## src/rtl/grant_lock_ctrl_pkg.sv

```systemverilog
// arb_pkg: shared widths and FSM encoding for the arbiter ownership stage.
package arb_pkg;
    localparam int N     = 8;
    localparam int IDX_W = $clog2(N);
    localparam int CNT_W = 8;
    typedef enum logic [1:0] {IDLE, BUSY, RELEASE} state_t;
endpackage

```

## src/rtl/grant_lock_ctrl_if.sv

```systemverilog
// grant_lock_ctrl_if: request/grant inputs and owner-lock outputs of the ownership stage.
interface grant_lock_ctrl_if #(
    parameter int N     = arb_pkg::N,
    parameter int IDX_W = arb_pkg::IDX_W
);
    logic [N-1:0]     req;
    logic [N-1:0]     grant_in;
    logic             done;
    logic [N-1:0]     owner_grant;
    logic [IDX_W-1:0] owner_idx;
    logic             owner_valid;
    logic             timeout_err;
    modport master (output req, grant_in, done, input owner_grant, owner_idx, owner_valid, timeout_err);
    modport slave  (input req, grant_in, done, output owner_grant, owner_idx, owner_valid, timeout_err);
endinterface

```

## src/rtl/grant_lock_ctrl_onehot_idx_enc.sv

```systemverilog
// onehot_idx_enc: one-hot to binary encoder; on illegal multi-hot input the highest set bit wins.
module onehot_idx_enc #(
    parameter int N     = arb_pkg::N,
    parameter int IDX_W = arb_pkg::IDX_W
) (
    input  logic [N-1:0]     i_vec,
    output logic [IDX_W-1:0] o_idx
);
    always_comb begin
        o_idx = '0;
        for (int i = 0; i < N; i++) o_idx = i_vec[i] ? IDX_W'(i) : o_idx;
    end
endmodule

```

## src/rtl/grant_lock_ctrl.sv

```systemverilog
// grant_lock_ctrl: holds the arbiter grant as a registered bus-owner lock until
// done, request drop or timeout, with one dead turnaround cycle after each release.
module grant_lock_ctrl #(
    parameter int N       = arb_pkg::N,
    parameter int IDX_W   = arb_pkg::IDX_W,
    parameter int TIMEOUT = 255
) (
    input logic              clk,
    input logic              rst_n,
    grant_lock_ctrl_if.slave bus
);
    import arb_pkg::*;

    localparam logic [CNT_W-1:0] LP_LIMIT = CNT_W'(TIMEOUT == 0 ? 0 : TIMEOUT - 1);

    state_t           r_state, w_next;
    logic [CNT_W-1:0] r_cnt, w_cnt_nxt;
    logic [N-1:0]     r_grant, w_grant_nxt, w_clean;
    logic [IDX_W-1:0] r_idx, w_idx_nxt, w_enc;
    logic             r_valid, w_valid_nxt, r_terr, w_terr_nxt;
    logic             w_busy, w_lock, w_hold, w_owner_req, w_to, w_rel;

    onehot_idx_enc #(.N(N), .IDX_W(IDX_W)) u_enc (.i_vec(bus.grant_in), .o_idx(w_enc));

    // Illegal multi-hot grants collapse to the highest set bit
    assign w_clean     = N'(1) << w_enc;
    assign w_busy      = r_state == BUSY;
    assign w_owner_req = |(bus.req & r_grant);
    assign w_to        = (TIMEOUT != 0) && (r_cnt == LP_LIMIT);
    assign w_rel       = bus.done || !w_owner_req || w_to;

    always_ff @(posedge clk or negedge rst_n) begin
        if (!rst_n) r_state <= IDLE;
        else        r_state <= w_next;
    end

    always_comb begin
        w_next = (r_state == IDLE) ? (|bus.grant_in ? BUSY : IDLE) :
                 w_busy            ? (w_rel ? RELEASE : BUSY)      : IDLE;
    end

    always_comb begin
        w_lock      = (r_state == IDLE) && |bus.grant_in;
        w_hold      = w_busy && !w_rel;
        w_grant_nxt = w_lock ? w_clean : w_hold ? r_grant : '0;
        w_idx_nxt   = w_lock ? w_enc   : w_hold ? r_idx   : '0;
        w_valid_nxt = w_lock || w_hold;
        w_terr_nxt  = w_busy && w_to && !bus.done && w_owner_req;
        w_cnt_nxt   = w_lock ? '0 : (w_busy && r_cnt != '1) ? r_cnt + 1'b1 : r_cnt;
    end

    always_ff @(posedge clk or negedge rst_n) begin
        if (!rst_n) begin
            r_cnt   <= '0;
            r_grant <= '0;
            r_idx   <= '0;
            r_valid <= 1'b0;
            r_terr  <= 1'b0;
        end else begin
            r_cnt   <= w_cnt_nxt;
            r_grant <= w_grant_nxt;
            r_idx   <= w_idx_nxt;
            r_valid <= w_valid_nxt;
            r_terr  <= w_terr_nxt;
        end
    end

    assign bus.owner_grant = r_grant;
    assign bus.owner_idx   = r_idx;
    assign bus.owner_valid = r_valid;
    assign bus.timeout_err = r_terr;
endmodule

```

## src/flat_wrapper.sv

```systemverilog
// flat-port wrapper written by rule: the top's interface ports become plain ports
module grant_lock_ctrl_flat import arb_pkg::*;
#(
    parameter int N       = arb_pkg::N,
    parameter int IDX_W   = arb_pkg::IDX_W,
    parameter int TIMEOUT = 255
)
  (clk, rst_n, bus_req, bus_grant_in, bus_done, bus_owner_grant, bus_owner_idx, bus_owner_valid, bus_timeout_err);
  grant_lock_ctrl_if #(.N(N), .IDX_W(IDX_W)) bus_i ();
  input logic clk;
  input logic rst_n;
  input wire logic [$bits(bus_i.req)-1:0] bus_req;
  input wire logic [$bits(bus_i.grant_in)-1:0] bus_grant_in;
  input wire logic [$bits(bus_i.done)-1:0] bus_done;
  output wire logic [$bits(bus_i.owner_grant)-1:0] bus_owner_grant;
  output wire logic [$bits(bus_i.owner_idx)-1:0] bus_owner_idx;
  output wire logic [$bits(bus_i.owner_valid)-1:0] bus_owner_valid;
  output wire logic [$bits(bus_i.timeout_err)-1:0] bus_timeout_err;
  assign bus_i.req = bus_req;
  assign bus_i.grant_in = bus_grant_in;
  assign bus_i.done = bus_done;
  assign bus_owner_grant = bus_i.owner_grant;
  assign bus_owner_idx = bus_i.owner_idx;
  assign bus_owner_valid = bus_i.owner_valid;
  assign bus_timeout_err = bus_i.timeout_err;
  grant_lock_ctrl #(.N(N), .IDX_W(IDX_W), .TIMEOUT(TIMEOUT)) u_core (.clk(clk), .rst_n(rst_n), .bus(bus_i));
endmodule
```

## config.mk

```make
export PLATFORM = sky130hd
export DESIGN_NAME = grant_lock_ctrl_flat
export DESIGN_NICKNAME = d
export VERILOG_FILES = /design/src/rtl/grant_lock_ctrl_pkg.sv /design/src/rtl/grant_lock_ctrl_if.sv /design/src/rtl/grant_lock_ctrl_onehot_idx_enc.sv /design/src/rtl/grant_lock_ctrl.sv /design/src/flat_wrapper.sv
export SDC_FILE = /design/constraint.sdc
export NUM_CORES = 1
export LEC_CHECK = 0
export BUFFER_PORTS_ARGS = -buffer_cell sky130_fd_sc_hd__buf_2
export CORE_MARGIN = 2
export CORE_UTILIZATION = 45
export DETAILED_ROUTE_END_ITERATION = 12
export PLACE_DENSITY = 0.75
export SETUP_SLACK_MARGIN = 0.5
export SYNTH_ARGS = -nofsm -noshare
export SYNTH_HDL_FRONTEND = slang
export SYNTH_SLANG_ARGS = --single-unit
```

## constraint.sdc

```tcl
create_clock -name clk -period 3.21 [get_ports clk]
set_clock_uncertainty 0.1 [all_clocks]
set_input_delay 0.321 -clock clk [delete_from_list [all_inputs] [get_ports clk]]
set_output_delay 0.321 -clock clk [all_outputs]
set_load 0.1 [all_outputs]
```

==> summary.txt, run 1 <==
Route
  • Wire length on met2: 1160 um
  • Detail Route Antenna Nets: 0
  • Highest metal used: met3
  • Vias/cell: 5.76
  • Detailed Routing Iterations Pass 1: 4
  • Via count: 950
  • # DRC: 0
  • Post-route met1 wirelength: 1140 um
  • Met3 wire length: 121 um
  • Routed WL per cell: 14.7 um
  • DRT iter0 DRCs: 24
  • Final WL: 2420 um

Synthesis
  • Main area contributors after synthesis: dfrtp_1 50%, a32o_1 3.5%, nand2b_1 3.3%
  • Simple-gate area share of the yosys netlist: 20.5%
  • Post-synthesis xor/xnor area fraction: 2.30%
  • Largest family of logic cells by synthesized area: simple AND/OR/NAND/NOR gates
  • Post-Syn Nets: 121
  • Register bit total from synthesis: 23
  • Cell Area, Synth: 1140 um^2
  • Syn Area/Cell: 11.4 um^2
  • Register area share after synthesis: 50.4%
  • Synth unique cells: 35
  • Synth Area in Adders: 2.19%
  • Compound-Gate Fraction of Synth Area: 19.4%
  • Top cell type's share of synthesized area: 50.4%
  • Mux contribution to synthesized area: 2.63%
  • Yosys warnings: 0
  • Synth area leader: dfrtp_1
  • Mapped Cells: 100

Floorplanning
  • Row cnt: 18
  • Top-Level Pins: 32
  • Die X: 54.4 um
  • DIE AREA: 2960 um^2
  • Starting Density: 47.0%
  • Die Height: 54.4 um
  • Core footprint: 2430 um^2

Timing
  • RSZ-0062 raised after global routing: no
  • Pins over their slew limit: 0
  • Max Clk Rate: 525 MHz
  • Endpoints failing hold: 0
  • Fin crit period: 1910 ps
  • Setup violations, final: 0
  • Worst Tran Pin Value: 900 ps
  • Worst setup margin: 1300 ps
  • Relative slew slack: 39.2%
  • Period utilization: 59.3%
  • Final TNS setup: 0 ps

Clock tree
  • Clock buffer count from CTS: 3
  • Clock-pin slew on the worst setup and hold paths: 130 ps
  • Clock root buffer: clkbuf_4
  • Post-CTS setup buffer count: 0
  • CTS tree: done
  • Sink Count: 23
  • Worst-Skew Late Latency: 310 ps
  • Max H-tree Level: 1
  • Worst-case clock buffer depth: 2

Outcome
  • Run status: finished, final reports clean

Critical path
  • Worst EP required: 3320 ps
  • Critical Path Sink Type: register
  • Worst reg2reg path endpoint: u_core.r_cnt[3]
  • Worst reg2reg startpoint: u_core.r_cnt[0]
  • Worst reg-to-reg setup slack: 1300 ps
  • Startpoint Class: register
  • CP Class: reg -> reg
  • Worst EP arrival: 2010 ps
  • Worst Path Max Fanout: 6
  • R2R depth: 5

Placement
  • Place WS: 1310 ps
  • Routability Congestion: 0.778
  • Port Buffers: 31
  • DP Area: 1330 um^2
  • Hpwl dp: 1820 um

Power
  • Peak supply drop: 0.000650 V
  • Leak Pwr: 0.000654 uW
  • Overall power: 1050 uW
  • Pwr dens: 771 nW/um^2

Flow run
  • Max-cap check violation count: 0

Layout
  • Most frequent cells in the layout: 31 x buf_2, 23 x dfrtp_1, 9 x nor2_1, 6 x nand2b_1
  • Multi-input gate area: 537 um^2
  • Register Area: 576 um^2
  • Nets@finish: 157
  • Fin area: 1370 um^2
  • Ratio of cells with drive above 1 in the final layout: 34.1%
  • P&R area growth vs syn: 19.5%
  • Commonest non-fill, non-tap cell in the layout: buf_2
  • Fillcell total: 226
  • Ant diodes: 0
  • Util after Layout: 56.1%

GRT
  • Vias in the first global route: 878
  • Initial antenna violation count: 0
  • Global-route wire length before repair: 3980 um
  • Largest net degree at the start of global routing: 24
  • GRT Residual Overflow: 0
  • Total Routing Usage GR: 18.7%

Min path
  • HP Class: in -> reg
  • Hold depth: 2
  • HP Start: bus_grant_in[7]
  • Min-Delay Endpoint: u_core.bus.owner_grant[7]
[cells by family (layout without fill, tap and decap cells)]
| group | after synthesis | in the layout |
|---|---|---|
| buffers and inverters | 6 | 41 |
| AO/OA/AOI/OAI | 26 | 26 |
| AND/OR/NAND/NOR | 37 | 37 |
| XOR/XNOR | 3 | 3 |
| adder cells (fa/ha/maj) | 2 | 2 |
| multiplexers | 3 | 3 |
| flip-flops | 23 | 23 |
[synthesized netlist by cell type (all sizes together)]
master,instances
dfrtp,23
nor2,9
nand2b,6
a22o,5
a22oi,4
a32o,4
inv,4
nand2,4
nand4,4
a211oi,3
a21oi,3
mux2i,3
xnor2,3
and3,2
ha,2
nor2b,2
nor4,2
o2bb2ai,2
or2,2
a2111oi,1
a311oi,1
a41oi,1
and2,1
and2b,1
and4,1
buf,1
clkbuf,1
nand3b,1
nor3,1
o311ai,1
o31ai,1
or4,1
[worst max-delay path: stages (launching register included)]
cell     delay (ps)
dfrtp_1         460
ha_1            270
and3_1          230
a21oi_1         420
nand4_1         180
mux2i_1         140
[how the worst max path moves through the flow]
stage / startpoint / to / slack (ps) / depth (start not counted)
finish: u_core.r_cnt[0] / u_core.r_cnt[3] / 1300 / 5
global placement: u_core.r_cnt[0] / u_core.r_cnt[3] / 1440 / 5
floorplan: u_core.bus.owner_grant[0] / u_core.bus.owner_grant[7] / 1150 / 5
CTS: u_core.r_cnt[0] / u_core.r_cnt[3] / 1280 / 5
global route: u_core.r_cnt[0] / u_core.r_cnt[1] / 1110 / 5
detailed placement: u_core.r_cnt[0] / u_core.r_cnt[3] / 1310 / 5
[final cells by class]
class	instances	area share [%]
sequential	23	42.2
timing repair buffer	33	12.6
clock inverter	1	0.367
clock buffer	3	1.65
tap	30	2.75
multi-input combinational	71	39.3
inverter	4	1.10
[through the flow]
step	hold WS, ps	instances
4_1_cts	183	165
3_3_place_gp	219	160
3_5_place_dp	232	160
2_1_floorplan	-74.6	100
6_report	198	165
5_1_grt	173	165
[per-layer routing]
layer | up-vias | global-route usage (%)
met3 | 0 | 3.01
li1 | 451 | -
met4 | 0 | 6.25
met5 | - | 0
met1 | 468 | 25.2
met2 | 31 | 30.5
[sequential cells by signal, summed over array words and instances, names as in the netlist]
name / flops
u_core.r_cnt: 8
u_core.bus.owner_grant: 8
u_core.bus.owner_idx: 3
u_core.bus.timeout_err: 1
u_core.bus.owner_valid: 1
u_core.r_state: 2
[what timing repair did]
| item | 4_1_cts | 5_1_grt |
|---|---|---|
| gates resized for setup | 0 | 0 |
| endpoints found under the hold margin | 23 | 0 |
| hold buffers | 1 | 0 |
[power breakdown]
part / internal, uW / total (uW) / switching [uW]
sequential: 348 / 410 / 62.2
clock: 46.4 / 131 / 85.0
combinational: 129 / 511 / 383
No activity file was read; power rests on OpenSTA's default activity.
==> run 2: changes to the inputs <==
==> constraint.sdc (replaced) <==
create_clock -name clk -period 1.8 [get_ports clk]
set_clock_uncertainty 0.1 [all_clocks]
set_input_delay 0.18 -clock clk [delete_from_list [all_inputs] [get_ports clk]]
set_output_delay 0.18 -clock clk [all_outputs]
set_load 0.1 [all_outputs]
==> summary.txt, run 2 (same netlist as run 1, synthesis figures left out) <==
Layout
  • Ant diodes: 0
  • Util after Layout: 72.1%
  • Fin area: 1750 um^2
  • P&R area growth vs syn: 53.6%
  • Ratio of cells with drive above 1 in the final layout: 59.5%
  • Fillcell total: 164
  • Nets@finish: 175
  • Most frequent cells in the layout: 18 x buf_2, 17 x buf_4, 12 x dfrtp_1, 10 x buf_6, 9 x nor2_1
  • Commonest non-fill, non-tap cell in the layout: buf_2

Route
  • Via count: 1,076
  • DRT iter0 DRCs: 35
  • # DRC: 0
  • Detail Route Antenna Nets: 0
  • Final WL: 3090 um
  • Detailed Routing Iterations Pass 1: 4
  • Routed WL per cell: 16.9 um
  • Vias/cell: 5.88

Critical path
  • Worst EP required: 1900 ps
  • Startpoint Class: register
  • CP max stage cell: dfrtp_2
  • Worst Path Max Fanout: 7
  • Worst-path cell chain: inv_2 -> ha_2 -> nand4_1 -> and3_4 -> or2_4
  • Critical Path Sink Type: register
  • CP peak stage delay: 470 ps
  • CP Launch Point: u_core.r_cnt[0]
  • CP Class: reg -> reg
  • R2R depth: 5
  • Worst reg2reg startpoint: u_core.r_cnt[0]
  • Worst EP arrival: 1730 ps

GRT
  • Initial antenna violation count: 0
  • Global-route wire length before repair: 4550 um
  • Total Routing Usage GR: 22.0%
  • Largest net degree at the start of global routing: 24
  • GRT Residual Overflow: 0
  • Vias in the first global route: 977

Floorplanning
  • Row cnt: 18
  • Core footprint: 2430 um^2
  • Starting Density: 47.0%
  • Die X: 54.4 um
  • Top-Level Pins: 32
  • Die Height: 54.4 um
  • DIE AREA: 2960 um^2

Outcome
  • Run status: finished, final reports clean

Power
  • Peak supply drop: 0.00107 V
  • Leak Pwr: 0.000760 uW
  • Pwr dens: 1230 nW/um^2

Flow run
  • Max-cap check violation count: 0

Timing
  • Endpoints failing hold: 0
  • Relative slew slack: 58.9%
  • Fin crit period: 1620 ps
  • RSZ-0062 raised after global routing: yes
  • Period utilization: 90.2%
  • Max Clk Rate: 616 MHz
  • Pins over their slew limit: 0
  • Setup violations, final: 0
  • Worst Tran Pin Value: 611 ps
  • Final TNS setup: 0 ps

Clock tree
  • Worst-Skew Late Latency: 310 ps
  • Max H-tree Level: 1
  • Sink Count: 23
  • Clock buffer count from CTS: 3
  • Worst-case clock buffer depth: 2
  • Clock-pin slew on the worst setup and hold paths: 130 ps
  • CTS tree: done
  • Clock root buffer: clkbuf_4

Placement
  • Routability Congestion: 0.796
  • DP Area: 1450 um^2
  • Port Buffers: 31
  • Hpwl dp: 1930 um

Min path
  • HP Start: bus_grant_in[7]
  • Hold depth: 2
  • HP Class: in -> reg
run 2: cell count changes in the layout (fill, tap and decap cells not counted), sizes merged:
cell and change:
and3 +1, buf +17, clkbuf +1, clkinv -1
run 2: worst paths after layout:
check | end | slack [ps]
setup / recovery | u_core.bus.owner_valid | 180
hold / removal | u_core.bus.owner_grant[7] | 50
setup reg to reg | u_core.bus.owner_valid | 180
hold reg to reg | u_core.bus.owner_grant[2] | 460
max in group asynchronous | u_core.bus.owner_grant[4] | 950
min in group asynchronous | u_core.bus.owner_grant[3] | 260
run 2: repair_timing:
action                                  CTS  global route
gates cloned                              1             0
hold endpoints to repair                 23             0
buffers inserted                         10             5
gates resized for setup                  33            11
hold buffers                              1             0
pin swaps                                12            12
endpoints found under the setup margin   35            33
run 2: layout make-up:
| cell class | instances | area [um^2] | area share (%) |
|---|---|---|---|
| Multi-Input combinational cell | 72 | 673 | 38.4 |
| Sequential cell | 23 | 602 | 34.3 |
| Timing Repair Buffer | 50 | 400 | 22.8 |
| Tap cell | 30 | 37.5 | 2.14 |
| Clock buffer | 4 | 26.3 | 1.50 |
| Inverter | 4 | 15.0 | 0.856 |
run 2: power by group:
group | total, uW | switching (uW) | internal, uW
Clock | 240 | 153 | 86.4
Combinational | 1160 | 742 | 414
Sequential | 771 | 139 | 632
Total | 2170 | 1030 | 1130
run 2: stage by stage:
step	power, uW	instances	hold WS [ps]	setup WS [ps]
floorplan	1510	100	-216	84.4
global placement	1700	162	76.7	228
detailed placement	1720	162	76.8	203
CTS	2090	178	37.8	249
global route	2270	183	37.0	145
finish	2170	183	48.1	177
run 2: worst max-delay path: cells and delay by family, from the launching register on:
| family | cells | cell delay (ps) |
|---|---|---|
| adder cells (fa/ha/maj) | 1 | 160 |
| buffers and inverters | 1 | 60 |
| flip-flops | 1 | 470 |
| AND/OR/NAND/NOR | 3 | 730 |
run 2: metal layers:
layer	vias to the layer above	GRT usage, %	part of all wire (%)
li1	486	-	-
met1	531	27.9	42
met2	49	36.1	51
met3	10	4.64	4.7
met4	0	9.17	2.7
met5	-	0	0
